--- src/rtl/hazard_ctrl_pkg.sv ---
// Shared types and constants for the decode hazard controller and its scoreboard.
package hazard_ctrl_pkg;

    localparam int                   REG_IDX_W = 5;
    localparam logic [REG_IDX_W-1:0] ZERO_REG  = 5'd0;

    typedef enum logic [1:0] {
        RUN   = 2'b00,
        FLUSH = 2'b01
    } state_e;

endpackage : hazard_ctrl_pkg

--- src/rtl/hazard_scoreboard.sv ---
// Pending-writeback scoreboard: one busy bit per register, bit 0 hardwired clear.
// Lookups see same-cycle writebacks as already retired (register file bypass).
module hazard_scoreboard
    import hazard_ctrl_pkg::*;
#(
    parameter int NUM_REGS = 32
) (
    input  logic                 clk,
    input  logic                 rst,
    input  logic                 set_en,
    input  logic [REG_IDX_W-1:0] set_addr,
    input  logic                 clr_en,
    input  logic [REG_IDX_W-1:0] clr_addr,
    input  logic [REG_IDX_W-1:0] rs1_addr,
    input  logic [REG_IDX_W-1:0] rs2_addr,
    input  logic [REG_IDX_W-1:0] rd_addr,
    output logic                 rs1_busy,
    output logic                 rs2_busy,
    output logic                 rd_busy,
    output logic [NUM_REGS-1:0]  busy_vec
);

    logic [NUM_REGS-1:0] busy_q, busy_d;
    logic [NUM_REGS-1:0] set_vec, clr_vec, eff_busy;

    always_comb begin
        set_vec = '0;
        clr_vec = '0;
        if (set_en) set_vec[set_addr] = 1'b1;
        if (clr_en) clr_vec[clr_addr] = 1'b1;

        eff_busy = busy_q & ~clr_vec;

        // Set is applied after clear so a new writer keeps the register busy.
        busy_d    = eff_busy | set_vec;
        busy_d[0] = 1'b0;
    end

    assign rs1_busy = eff_busy[rs1_addr];
    assign rs2_busy = eff_busy[rs2_addr];
    assign rd_busy  = eff_busy[rd_addr];
    assign busy_vec = busy_q;

    // NOTE: the scoreboard is a flop vector, not a RAM, so it resets to empty in one step.
    always_ff @(posedge clk or negedge rst) begin
        if (!rst) busy_q <= '0;
        else      busy_q <= busy_d;
    end

endmodule : hazard_scoreboard

--- src/rtl/decode_hazard_ctrl.sv ---
// Decode issue controller: RAW/WAW stall, EX-redirect flush window, ID->EX issue gating.
// Optional perf counters are enabled with the HAZARD_PERF_CNT_EN macro.
module decode_hazard_ctrl
    import hazard_ctrl_pkg::*;
#(
    parameter int NUM_REGS     = 32,
    parameter int FLUSH_CYCLES = 1
`ifdef HAZARD_PERF_CNT_EN
    ,
    parameter int CNT_W        = 16
`endif
) (
    input  logic                 clk,
    input  logic                 rst,
    input  logic                 id_valid,
    input  logic [REG_IDX_W-1:0] id_rs1,
    input  logic [REG_IDX_W-1:0] id_rs2,
    input  logic                 id_use_rs1,
    input  logic                 id_use_rs2,
    input  logic [REG_IDX_W-1:0] id_rd,
    input  logic                 id_wb_reg_file,
    input  logic                 ex_ready,
    input  logic                 ex_redirect,
    input  logic                 reg_file_wr_en,
    input  logic [REG_IDX_W-1:0] reg_file_wr_addr,
    output logic                 issue,
    output logic                 id_stall,
    output logic                 id_flush,
    output logic [NUM_REGS-1:0]  busy_vec
`ifdef HAZARD_PERF_CNT_EN
    ,
    output logic [CNT_W-1:0]     stall_cnt,
    output logic [CNT_W-1:0]     flush_cnt
`endif
);

    localparam logic [2:0] FCNT_RELOAD = (FLUSH_CYCLES > 1) ? 3'(FLUSH_CYCLES - 2) : 3'd0;

    state_e     state_q, state_d;
    logic [2:0] fcnt_q, fcnt_d;
    logic       rs1_busy, rs2_busy, rd_busy;
    logic       hazard, flush_raw, set_en;

    hazard_scoreboard #(.NUM_REGS(NUM_REGS)) u_scoreboard (
        .clk      (clk),
        .rst      (rst),
        .set_en   (set_en),
        .set_addr (id_rd),
        .clr_en   (reg_file_wr_en),
        .clr_addr (reg_file_wr_addr),
        .rs1_addr (id_rs1),
        .rs2_addr (id_rs2),
        .rd_addr  (id_rd),
        .rs1_busy (rs1_busy),
        .rs2_busy (rs2_busy),
        .rd_busy  (rd_busy),
        .busy_vec (busy_vec)
    );

    assign hazard = id_valid & ((id_use_rs1 & rs1_busy) | (id_use_rs2 & rs2_busy)
                              | (id_wb_reg_file & rd_busy));
    assign flush_raw = ex_redirect | (state_q == FLUSH);

    // Reset masks the combinational outputs so nothing issues or flushes while held.
    assign issue    = rst & id_valid & ~hazard & ex_ready & ~flush_raw;
    assign id_stall = rst & id_valid & ~flush_raw & (hazard | ~ex_ready);
    assign id_flush = rst & flush_raw;
    assign set_en   = issue & id_wb_reg_file & (id_rd != ZERO_REG);

    // NOTE: next-state logic assigns defaults first so no path leaves a latch behind.
    always_comb begin
        state_d = state_q;
        fcnt_d  = fcnt_q;
        case (state_q)
            RUN: begin
                if (ex_redirect && (FLUSH_CYCLES > 1)) begin
                    state_d = FLUSH;
                    fcnt_d  = FCNT_RELOAD;
                end
            end
            FLUSH: begin
                if (ex_redirect)          fcnt_d  = FCNT_RELOAD;
                else if (fcnt_q == 3'd0)  state_d = RUN;
                else                      fcnt_d  = fcnt_q - 3'd1;
            end
            default: begin
                state_d = RUN;
                fcnt_d  = 3'd0;
            end
        endcase
    end

    // NOTE: sequential state uses non-blocking assignments only.
    always_ff @(posedge clk or negedge rst) begin
        if (!rst) begin
            state_q <= RUN;
            fcnt_q  <= 3'd0;
        end else begin
            state_q <= state_d;
            fcnt_q  <= fcnt_d;
        end
    end

`ifdef HAZARD_PERF_CNT_EN
    logic [CNT_W-1:0] stall_cnt_q, stall_cnt_d, flush_cnt_q, flush_cnt_d;

    // Both counters saturate at all-ones instead of wrapping.
    always_comb begin
        stall_cnt_d = stall_cnt_q;
        flush_cnt_d = flush_cnt_q;
        if (id_stall && (stall_cnt_q != '1))    stall_cnt_d = stall_cnt_q + 1'b1;
        if (ex_redirect && (flush_cnt_q != '1)) flush_cnt_d = flush_cnt_q + 1'b1;
    end

    always_ff @(posedge clk or negedge rst) begin
        if (!rst) begin
            stall_cnt_q <= '0;
            flush_cnt_q <= '0;
        end else begin
            stall_cnt_q <= stall_cnt_d;
            flush_cnt_q <= flush_cnt_d;
        end
    end

    assign stall_cnt = stall_cnt_q;
    assign flush_cnt = flush_cnt_q;
`endif

endmodule : decode_hazard_ctrl

--- config.mk ---
export PLATFORM = sky130hd
export DESIGN_NAME = decode_hazard_ctrl
export DESIGN_NICKNAME = d
export VERILOG_FILES = /design/src/rtl/hazard_ctrl_pkg.sv /design/src/rtl/hazard_scoreboard.sv /design/src/rtl/decode_hazard_ctrl.sv
export SDC_FILE = /design/constraint.sdc
export NUM_CORES = 1
export LEC_CHECK = 0
export CORE_MARGIN = 2
export CORE_UTILIZATION = 54
export CTS_BUF_LIST = sky130_fd_sc_hd__clkbuf_8
export DETAILED_ROUTE_END_ITERATION = 16
export PLACE_DENSITY = 0.81
export SLEW_MARGIN = 40
export SYNTH_ARGS = -nofsm -noshare
export SYNTH_HDL_FRONTEND = slang
export SYNTH_SLANG_ARGS = --single-unit
--- constraint.sdc ---
create_clock -name clk -period 4.1 [get_ports clk]
set_input_delay 1.025 -clock clk [delete_from_list [all_inputs] [get_ports clk]]
set_output_delay 1.025 -clock clk [all_outputs]
set_load 0.005 [all_outputs]
# ---- Word level (Yosys, flattened, before mapping)
# Cells that the tools add are included.
dict set report classes {
  n_addsub 1
  order_cmp 6
  eq_ne 4
  mux 18
  bitwise_logic 24
  reduce_logical 7
}
# op count
set ops {}
lappend ops {{$mux W32} 2}
lappend ops {{$and A32 B32 Y32} 1}
lappend ops {{$not A32 Y32} 1}
lappend ops {{$or A32 B32 Y32} 1}
lappend ops {{$lt A5 B6 Y1 const B} 4}
lappend ops {{$bmux W1 S5} 3}
lappend ops {{$and A1 B1 Y1} 13}
lappend ops {{$demux W1 S5} 2}
lappend ops {{$ge A5 B1 Y1 const B} 2}
lappend ops {{$mux W3} 2}
lappend ops {{$pmux W3 S2} 1}
lappend ops {{$mux W1} 5}
lappend ops {{$reduce_bool A5 Y1} 1}
lappend ops {{$mux W2} 2}
lappend ops {{$not A1 Y1} 4}
lappend ops {{$or A1 B1 Y1} 4}
lappend ops {{$pmux W2 S2} 1}
lappend ops {{$logic_not A3 Y1} 1}
lappend ops {{$ne A3 B3 Y1 const B} 1}
lappend ops {{$reduce_and A3 Y1} 1}
lappend ops {{$sub A3 B1 Y3 const B} 1}
lappend ops {{$eq A2 B1 Y1 const B} 1}
lappend ops {{$logic_and A1 B1 Y1} 2}
lappend ops {{$logic_not A2 Y1} 1}
lappend ops {{3 further kinds} 3}
dict set report totals {
  reg_bits 36
  input_bits 29
  wordCells 63
}

# ---- Depth between registers and ports, before layout
# Gate-level depths: netlist of run 1.
dict set report logic_depth {
  ltp_word 21
  ltp_mapped 10
  depth_no_buf 7
}

# ---- Modules after synthesis
# From an unflattened synthesis of run 1, not the netlist that was laid out.
dict set report hier_totals {
  cells_unflattened 335
  hier_area_um2 2781.4
}
# mod instances cells_per_inst area_per_inst_um2 seq_area_each_um2
set modules_own_cells {}
lappend modules_own_cells {hazard_scoreboard 1 325 2723.9 775.7}
lappend modules_own_cells {decode_hazard_ctrl 1 10 57.6 0.0}

# ---- Least setup slack after synthesis of run 1
# No wires, ideal clock.
dict set report synth_timing {
  path_type {input -> output}
  from {input id_rs2[0]}
  to {output id_stall}
  arrival_ps 2924
  required_time_ps 3075
  path_slack_ps 151
  stages 9
  path_cell_list {buf_2 buf_2 mux2_2 o2111ai_1 nand4_1 nor4_1 o311ai_2 buf_2 o21ba_1}
}
dict set report synth_between {
  elab_chain_len 8
}
# element line_no
set synth_rtl {}
lappend synth_rtl {{start, declared} decode_hazard_ctrl.sv:17} ;# input logic [REG_IDX_W-1:0] id_rs2,
lappend synth_rtl {{$bmux W1 S5} hazard_scoreboard.sv:40} ;# assign rs2_busy = eff_busy[rs2_addr];
lappend synth_rtl {{$mux W1 (not written as such)} hazard_scoreboard.sv:40}
lappend synth_rtl {{$and A1 B1 Y1} decode_hazard_ctrl.sv:60} ;# assign hazard = id_valid & ((id_use_rs1 & rs1_busy) | (id_use_rs2 & rs2_busy)
lappend synth_rtl {{$or A1 B1 Y1} decode_hazard_ctrl.sv:60}
lappend synth_rtl {{$or A1 B1 Y1} decode_hazard_ctrl.sv:61} ;# | (id_wb_reg_file & rd_busy));
lappend synth_rtl {{$and A1 B1 Y1} decode_hazard_ctrl.sv:60}
lappend synth_rtl {{$or A1 B1 Y1} decode_hazard_ctrl.sv:66} ;# assign id_stall = rst & id_valid & ~flush_raw & (hazard | ~ex_ready);
lappend synth_rtl {{$and A1 B1 Y1} decode_hazard_ctrl.sv:66}
lappend synth_rtl {{end, declared} decode_hazard_ctrl.sv:27} ;# output logic id_stall,
# No other way between the ends. The select of a mux whose other input is x is not followed.

# ---- Worst setup path in the final report of run 1
dict set report layout_timing {
  from {input id_rd[0]}
  to {output id_stall}
}
dict set report layout_between {
  elab_chain_len 7
}
# element line_no
set layout_rtl {}
lappend layout_rtl {{start, declared} decode_hazard_ctrl.sv:20} ;# input logic [REG_IDX_W-1:0] id_rd,
lappend layout_rtl {{$bmux W1 S5} hazard_scoreboard.sv:41} ;# assign rd_busy = eff_busy[rd_addr];
lappend layout_rtl {{$mux W1 (not written as such)} hazard_scoreboard.sv:41}
lappend layout_rtl {{$and A1 B1 Y1} decode_hazard_ctrl.sv:61}
lappend layout_rtl {{$or A1 B1 Y1} decode_hazard_ctrl.sv:61}
lappend layout_rtl {{$and A1 B1 Y1} decode_hazard_ctrl.sv:60}
lappend layout_rtl {{$or A1 B1 Y1} decode_hazard_ctrl.sv:66}
lappend layout_rtl {{$and A1 B1 Y1} decode_hazard_ctrl.sv:66}
# No other way between the ends. The select of a mux whose other input is x is not followed.

==> qor_table.md, run 1 <==
| Step | Quantity | Reported |
|---|---|---|
| placed design | Number of cells after detailed placement | 588 |
| timing | Final hold violation count | 0 |
| cts | Buffer depth of the longest clock path | 2 |
| final layout | Final standard cell count with taps included and fillers excluded | 611 |
| pwr | Clock network fraction of design power | 27.5% |
| timing | Final-layout worst hold slack | 0.629 ns |
| timing | Final Max Tran Viols | 0 |
| cts | Post-CTS Hold Buffers | 0 |
| synthesis | Share of synthesized registers carrying an async set or reset | 100% |
| timing | Shortest period the worst path allows | 4.30 ns |
| outcome | Violations in the final reports | negative setup slack |
| die | Starting density of the core | 56.3% |
| synthesis | Cell Area, Synth | 3140 sq um |
| critical path | Category of the critical setup timing path | in2out |
| timing | Worst relative slew slack | 58.0% |
| critical path | Worst Path Required | 3.07 ns |
| synthesis | Number of enable flip-flop cells after synthesis | 0 |
| timing | Count of final setup violators | 2 |
| synthesis | Post-synth top area share | 24.7% |
| pwr | Cell Int Power | 0.000649 W |
| cts | Worst-path clk slew | 0.07 ns |
| die | DIE AREA | 6440 sq um |
| pwr | Peak VDD IR | 0.306 mV |
| final layout | Number of flip-flops under the largest register name | 31 |
| critical path | Max incr delay on CP | 0.54 ns |
| pwr | Static Leak | 2.11 nW |
| timing | Setup repair after global routing missed its margin | yes |
| placed design | Number of buffers inserted by port buffering | 62 |
| cts | Number of clock buffers inserted by TritonCTS | 5 |
| cts | Clock insertion delay at the later pin of the skew report | 0.30 ns |
| synthesis | Leading cell type by number of instances after synthesis | sky130_fd_sc_hd__nand2_1 |
| detailed routing | Total Routed Length | 16700 um |
| critical path | Crit path cell chain | clkdlybuf4s50_1, buf_6, inv_1, o41ai_1, nor3_1, nor4_1, a22o_4, o21ba_4, buf_6 |
| global route | Total congestion overflow | 0 |
| synthesis | Ys Warns | 0 |
| detailed routing | Antenna viol nets, final | 0 |
| final layout | Post-synthesis to final-layout area growth | 62.2% |
| die | Die width | 80.3 um |
| synthesis | Cell types with the largest area share after synthesis | sky130_fd_sc_hd__dfrtp_1, sky130_fd_sc_hd__o31ai_2, sky130_fd_sc_hd__mux2i_1, sky130_fd_sc_hd__nand2_1, sky130_fd_sc_hd__o21ai_0 |
| synthesis | Gate count after technology mapping | 378 |
| critical path | CP startpoint kind | input port |
| die | Row count | 27 |
| synthesis | Total of flip-flops plus latches after synthesis | 31 |
| synthesis | Mean post-synth cell area | 8.31 sq um |
| critical path | Worst setup EP type | primary output |
| cts | # clock sinks | 31 |
| detailed routing | Detail-routed via count per cell | 7.62 |
| synthesis | Share of synthesized area occupied by flip-flops and latches | 24.7% |
| final layout | Layout cells sized above 1 | 41.7% |
| outcome | Run status | finished with violations |
| global route | Global-route wire length before repair | 24100 um |
| pwr | Overall Power | 0.00101 W |
| cts | Clock root buffer master | sky130_fd_sc_hd__clkbuf_8 |
| critical path | Highest-delay cell along the critical path | sky130_fd_sc_hd__clkdlybuf4s50_1 |
| die | Core outline area | 5570 sq um |
| synthesis | Flip-flop cell with the highest count after synthesis | sky130_fd_sc_hd__dfrtp_1 |
| job | Max-capacitance violation count | 0 |
| global route | Initial antenna violation count | 0 |
| timing | Share of the cycle needed by the critical path after routing | 105% |
| global route | Global router's overall resource usage | 49.8% |
| pwr | Cell area power density | 199 nW/um^2 |
| timing | Setup skew after layout | 0.00389 ns |
| detailed routing | Detail-routed net length per standard cell | 27.3 um |
| detailed routing | Length of the first detailed-routing pass in iterations | 12 |
| critical path | Cell repeated most along the worst path | sky130_fd_sc_hd__buf_6 |
| cts | Max H-tree Level | 2 |
| critical path | WP data arrival | 3.28 ns |
| detailed routing | DRC violations left | 0 |
| critical path | Largest fanout on the critical path | 7 |
| hold path | Class of the tightest hold or removal check | reg2reg |
| final layout | Count of antenna diodes in the layout | 0 |
| synthesis | Leading area contributor after synthesis | sky130_fd_sc_hd__dfrtp_1 |
| die | Floorplan die height | 80.3 um |
| cts | CTS tree | built |
| global route | Via count of the first global-routing pass | 4454 |
| synthesis | Most frequent cells after synthesis | sky130_fd_sc_hd__nand2_1, sky130_fd_sc_hd__o21ai_0, sky130_fd_sc_hd__dfrtp_1 |
| placed design | Last weighted congestion value of the routability-driven placer | 1.04 |
| die | Number of primary I/O pins | 64 |
| pwr | Register share of total power | 33.0% |
| timing | Setup ws final | -0.201 ns |
| detailed routing | Number of design-rule violations left by the first detailed-router iteration | 725 |
| pwr | Logic gate share of total power | 39.5% |
| timing | Max Freq | 233 MHz |
| final layout | Fin nets | 567 |
| pwr | Net load switching power | 0.000362 W |
| timing | Accumulated negative setup slack | -0.345 ns |
| global route | Maximum number of pins on one net before global-route repair | 32 |
| synthesis | Yosys cell types | 58 |
| synthesis | Net count after synthesis | 407 |
| timing | Actual slew at the worst max-slew pin | 0.624 ns |
| detailed routing | Overall via count from detail_route | 4657 |
| pwr | Proportion of total power due to net switching | 35.8% |
| placed design | Post-detail-place hpwl | 9940 um |
layer usage:
layer / share of wire, % / global-route usage [%] / wire length (um)
met5: 0 / 0.909 / 0
met2: 43 / 75.8 / 7190
met1: 33 / 59.6 / 5490
met4: 9.5 / 32.0 / 1580
met3: 14 / 17.3 / 2410
kinds of logic (layout without fill, tap and decap cells):
group	Yosys count	count (layout)	synth area share, %
xor gates and xnor gates	4	4	1.35
buffers and inverters	43	204	6.73
DFF	31	31	24.7
and+or+nand+nor	144	144	23.5
muxes	35	35	12.7
AOI/OAI and AO/OA	120	120	30.8
other	1	1	0.119
critical path: cells and delay by family:
family | cells | cell delay [ns]
compound gates | 3 | 0.82
buf+inv | 4 | 0.88
simple gates | 2 | 0.55
repair_timing:
item,CTS,global route
gates resized for setup,100,32
endpoints found under the setup margin,2,2
gates cloned,1,0
pin swaps,19,13
buffers inserted,8,6
layout by cell type, fill, tap and decap left out, types with 4 or more instances in the layout:
master                            count
sky130_fd_sc_hd__buf_2                4
sky130_fd_sc_hd__nand2_2              4
sky130_fd_sc_hd__inv_1               11
sky130_fd_sc_hd__and3_1               5
sky130_fd_sc_hd__o211ai_1             7
sky130_fd_sc_hd__clkdlybuf4s50_1     45
sky130_fd_sc_hd__clkbuf_8             7
sky130_fd_sc_hd__o22ai_1              4
sky130_fd_sc_hd__mux2_2               9
sky130_fd_sc_hd__o31ai_1             10
sky130_fd_sc_hd__nor2_1              20
sky130_fd_sc_hd__nor3_1               5
sky130_fd_sc_hd__nand3b_1             4
sky130_fd_sc_hd__o21ai_1              5
sky130_fd_sc_hd__o31ai_2             25
sky130_fd_sc_hd__o21ai_0             27
sky130_fd_sc_hd__buf_4              110
sky130_fd_sc_hd__o21ai_2              5
sky130_fd_sc_hd__nand2_1             50
sky130_fd_sc_hd__buf_6               13
sky130_fd_sc_hd__nand4_1              7
sky130_fd_sc_hd__dlygate4sd2_1        5
sky130_fd_sc_hd__mux2i_1             16
sky130_fd_sc_hd__and2_1               5
sky130_fd_sc_hd__dfrtp_1             31
sky130_fd_sc_hd__mux2i_2              5
sky130_fd_sc_hd__o2111ai_1            4
sky130_fd_sc_hd__nand3_1             11
path summary, 6_finish.rpt:
path | start | depth (start not counted) | slack, ns | end
min in group asynchronous | rst | 2 | 1.24 | u_scoreboard.busy_vec[19]
hold / removal | u_scoreboard.busy_vec[20] | 2 | 0.63 | u_scoreboard.busy_vec[20]
setup / recovery | id_rd[0] | 9 | -0.20 | id_stall
setup reg to reg | u_scoreboard.busy_vec[27] | 9 | 1.17 | u_scoreboard.busy_vec[4]
max in group asynchronous | rst | 2 | 2.54 | u_scoreboard.busy_vec[3]
hold reg to reg | u_scoreboard.busy_vec[20] | 2 | 0.63 | u_scoreboard.busy_vec[20]
power by group through the flow:
stage	clock, W	sequential (W)	combinational, W
after floorplan	0	0.000330	0.000150
after global placement	0	0.000334	0.000312
after detailed placement	0	0.000335	0.000318
after CTS	0.000270	0.000331	0.000347
after global routing	0.000282	0.000333	0.000409
final	0.000278	0.000334	0.000399
stage by stage:
step / utilization (%) / area [sq um] / setup WS, ns
after global placement: 81.0 / 4510 / -0.879
final: 91.4 / 5090 / -0.201
after floorplan: - / 3140 / 0.151
after CTS: 87.9 / 4900 / -0.00784
after global routing: 91.4 / 5090 / -0.257
after detailed placement: 81.0 / 4510 / -0.885
final cells by class:
class / instances / area [sq um]
Clock buffer: 7 / 96.3
Clock inverter: 1 / 3.75
Multi-Input combinational cell: 304 / 2470
Inverter: 11 / 43.8
Timing Repair Buffer: 185 / 1610
Sequential cell: 31 / 776
Fill cell: 240 / 482
Tap cell: 72 / 90.1
No activity file was read; power rests on OpenSTA's default activity.
==> run 2: changes to the inputs <==
Settings changed: ABC_AREA from default to 0.
==> results of run 2 <==
No change in the layout: final DEF, timing and power equal those of run 1.
==> run 3: changes to the inputs <==
==> constraint.sdc (replaced) <==
create_clock -name clk -period 4.1 [get_ports clk]
set_input_delay 1.025 -clock clk [delete_from_list [all_inputs] [get_ports clk]]
set_output_delay 1.025 -clock clk [all_outputs]
set_load 0.05 [all_outputs]
==> run 3 against run 2 <==
Compared with the run above: the run still ends with negative setup slack left; wire length is 11% lower; maximum frequency rose by 2.7%; non-clock buffer count fell by 13; global-route usage down 5.5 points; critical path type unchanged; largest power group unchanged; highest routed layer unchanged.
==> qor_table.md, run 3 (synthesized netlist as in run 1, its figures left out) <==
| Step | Quantity | Reported |
|---|---|---|
| final layout | Post-Layout Inst Area | 5060 sq um |
| critical path | Worst setup EP type | primary output |
| timing | Shortest period the worst path allows | 4.19 ns |
| job | Max-capacitance violation count | 0 |
| pwr | Cell area power density | 194 nW/um^2 |
| detailed routing | Antenna viol nets, final | 0 |
| critical path | WP data arrival | 3.16 ns |
| placed design | Post-DP Area | 4500 sq um |
| die | Core outline area | 5570 sq um |
| die | Number of primary I/O pins | 64 |
| final layout | Fin nets | 554 |
| cts | Number of clock buffers inserted by TritonCTS | 5 |
| pwr | Logic gate share of total power | 43.1% |
| timing | Final hold violation count | 0 |
| placed design | Number of buffers inserted by port buffering | 62 |
| pwr | Peak VDD IR | 0.288 mV |
| die | Floorplan die height | 80.3 um |
| timing | Final Max Tran Viols | 0 |
| die | Die width | 80.3 um |
| die | Starting density of the core | 56.3% |
| final layout | Post-synthesis to final-layout area growth | 61.2% |
| global route | Global-route wire length before repair | 21500 um |
| critical path | Category of the critical setup timing path | in2out |
| final layout | Final standard cell count with taps included and fillers excluded | 598 |
| detailed routing | Overall via count from detail_route | 4334 |
| critical path | Largest fanout on the critical path | 5 |
| timing | Final-layout worst hold slack | 0.652 ns |
| detailed routing | Detail-routed net length per standard cell | 24.7 um |
| timing | Setup ws final | -0.0888 ns |
| detailed routing | Total Routed Length | 14800 um |
| final layout | Number of flip-flops under the largest register name | 31 |
| critical path | Worst Path Required | 3.07 ns |
| timing | Setup skew after layout | 0.00934 ns |
| global route | Initial antenna violation count | 0 |
| timing | Worst relative slew slack | 51.3% |
| detailed routing | Detail-routed via count per cell | 7.25 |
| cts | Max H-tree Level | 2 |
| final layout | Number of fill cells in the layout | 235 |
| pwr | Static Leak | 2.08 nW |
| placed design | Last weighted congestion value of the routability-driven placer | 1.02 |
| critical path | CP startpoint kind | input port |
| placed design | Number of cells after detailed placement | 576 |
| detailed routing | DRC violations left | 0 |
| detailed routing | Number of design-rule violations left by the first detailed-router iteration | 588 |
| outcome | Run status | finished with violations |
| final layout | Commonest cells after routing, fill and taps aside | sky130_fd_sc_hd__buf_4, sky130_fd_sc_hd__nand2_1, sky130_fd_sc_hd__clkdlybuf4s50_1 |
| timing | Count of final setup violators | 2 |
| cts | CTS tree | built |
| hold path | Class of the tightest hold or removal check | reg2reg |
| timing | Share of the cycle needed by the critical path after routing | 102% |
| timing | Max Freq | 239 MHz |
| outcome | Violations in the final reports | negative setup slack |
| timing | Accumulated negative setup slack | -0.123 ns |
| cts | # clock sinks | 31 |
| cts | Clock insertion delay at the later pin of the skew report | 0.29 ns |
| hold path | Hold Path Depth | 2 |
| timing | Actual slew at the worst max-slew pin | 0.720 ns |
| pwr | Net load switching power | 0.000374 W |
| final layout | Layout cells sized above 1 | 41.1% |
| detailed routing | Length of the first detailed-routing pass in iterations | 9 |
| global route | Maximum number of pins on one net before global-route repair | 33 |
| timing | Setup repair after global routing missed its margin | yes |
| pwr | Cell Int Power | 0.000609 W |
| die | DIE AREA | 6440 sq um |
| cts | Clock root buffer master | sky130_fd_sc_hd__clkbuf_8 |
| critical path | Reg2Reg Depth | 8 |
| final layout | Count of antenna diodes in the layout | 0 |
| global route | Via count of the first global-routing pass | 4036 |
| global route | Global router's overall resource usage | 44.3% |
| pwr | Register share of total power | 33.8% |
| global route | Total congestion overflow | 0 |
| placed design | Post-detail-place hpwl | 9770 um |
| pwr | Clock network fraction of design power | 23.1% |
| die | Row count | 27 |
| cts | Worst-path clk slew | 0.07 ns |
| final layout | Commonest non-fill, non-tap cell in the layout | sky130_fd_sc_hd__buf_4 |
| cts | Buffer depth of the longest clock path | 2 |
| pwr | Proportion of total power due to net switching | 38.0% |
==> run 3: worst max-delay path, stage by stage <==
cell,delay (ns)
sky130_fd_sc_hd__buf_8,0.11
sky130_fd_sc_hd__buf_6,0.12
sky130_fd_sc_hd__or4b_4,0.58
sky130_fd_sc_hd__o21ai_4,0.24
sky130_fd_sc_hd__o41ai_2,0.08
sky130_fd_sc_hd__o311a_1,0.37
sky130_fd_sc_hd__a22o_4,0.27
sky130_fd_sc_hd__o21ba_4,0.23
sky130_fd_sc_hd__buf_12,0.14
==> run 3: path summary, 6_finish.rpt <==
path	start	end	slack, ns
max	reg_file_wr_addr[3]	id_stall	-0.09
min	u_scoreboard.busy_vec[20]	u_scoreboard.busy_vec[20]	0.65
max reg2reg	u_scoreboard.busy_vec[22]	u_scoreboard.busy_vec[2]	1.47
min reg2reg	u_scoreboard.busy_vec[20]	u_scoreboard.busy_vec[20]	0.65
max in group asynchronous	rst	u_scoreboard.busy_vec[13]	2.58
min in group asynchronous	rst	u_scoreboard.busy_vec[8]	1.22
==> run 3: area by class of cell <==
| cell class | instances | area [sq um] | area share, % |
|---|---|---|---|
| multi-input combinational | 304 | 2490 | 49.2 |
| clock buffer | 5 | 68.8 | 1.36 |
| clock inverter | 3 | 12.5 | 0.247 |
| inverter | 11 | 46.3 | 0.915 |
| sequential | 31 | 776 | 15.3 |
| timing repair buffer | 172 | 1580 | 31.1 |
| tap | 72 | 90.1 | 1.78 |
==> run 3: through the flow <==
stage	power, W	worst slack [ns]	utilization (%)
after global placement	0.000682	-0.463	80.7
after detailed placement	0.000689	-0.498	80.7
after floorplan	0.000527	-0.00118	-
after global routing	0.00101	-0.225	90.8
final	0.000982	-0.0888	90.8
after CTS	0.000941	-0.0723	87.3
==> run 3: metal layers <==
layer  GRT usage (%)  part of all wire (%)  vias to the layer above
li1                -                     -                     1743
met1            56.5                    35                     2010
met2            72.7                    45                      448
met4            20.8                   7.0                        0
met5               0                     0                        -
met3            7.75                    12                      133
==> run 3: what timing repair did <==
item	in CTS	in global routing
setup buffers	7	5
endpoints found under the setup margin	2	2
gates resized for setup	77	51
cloned	2	0
pin swaps	19	23
hold buffers	0	0
==> run 3: power groups by stage <==
stage	sequential, W	clock (W)	combinational, W
global route	0.000332	0.000238	0.000439
CTS	0.000329	0.000225	0.000386
floorplan	0.000364	0	0.000163
finish	0.000332	0.000227	0.000424
detailed placement	0.000334	0	0.000355
global placement	0.000334	0	0.000349
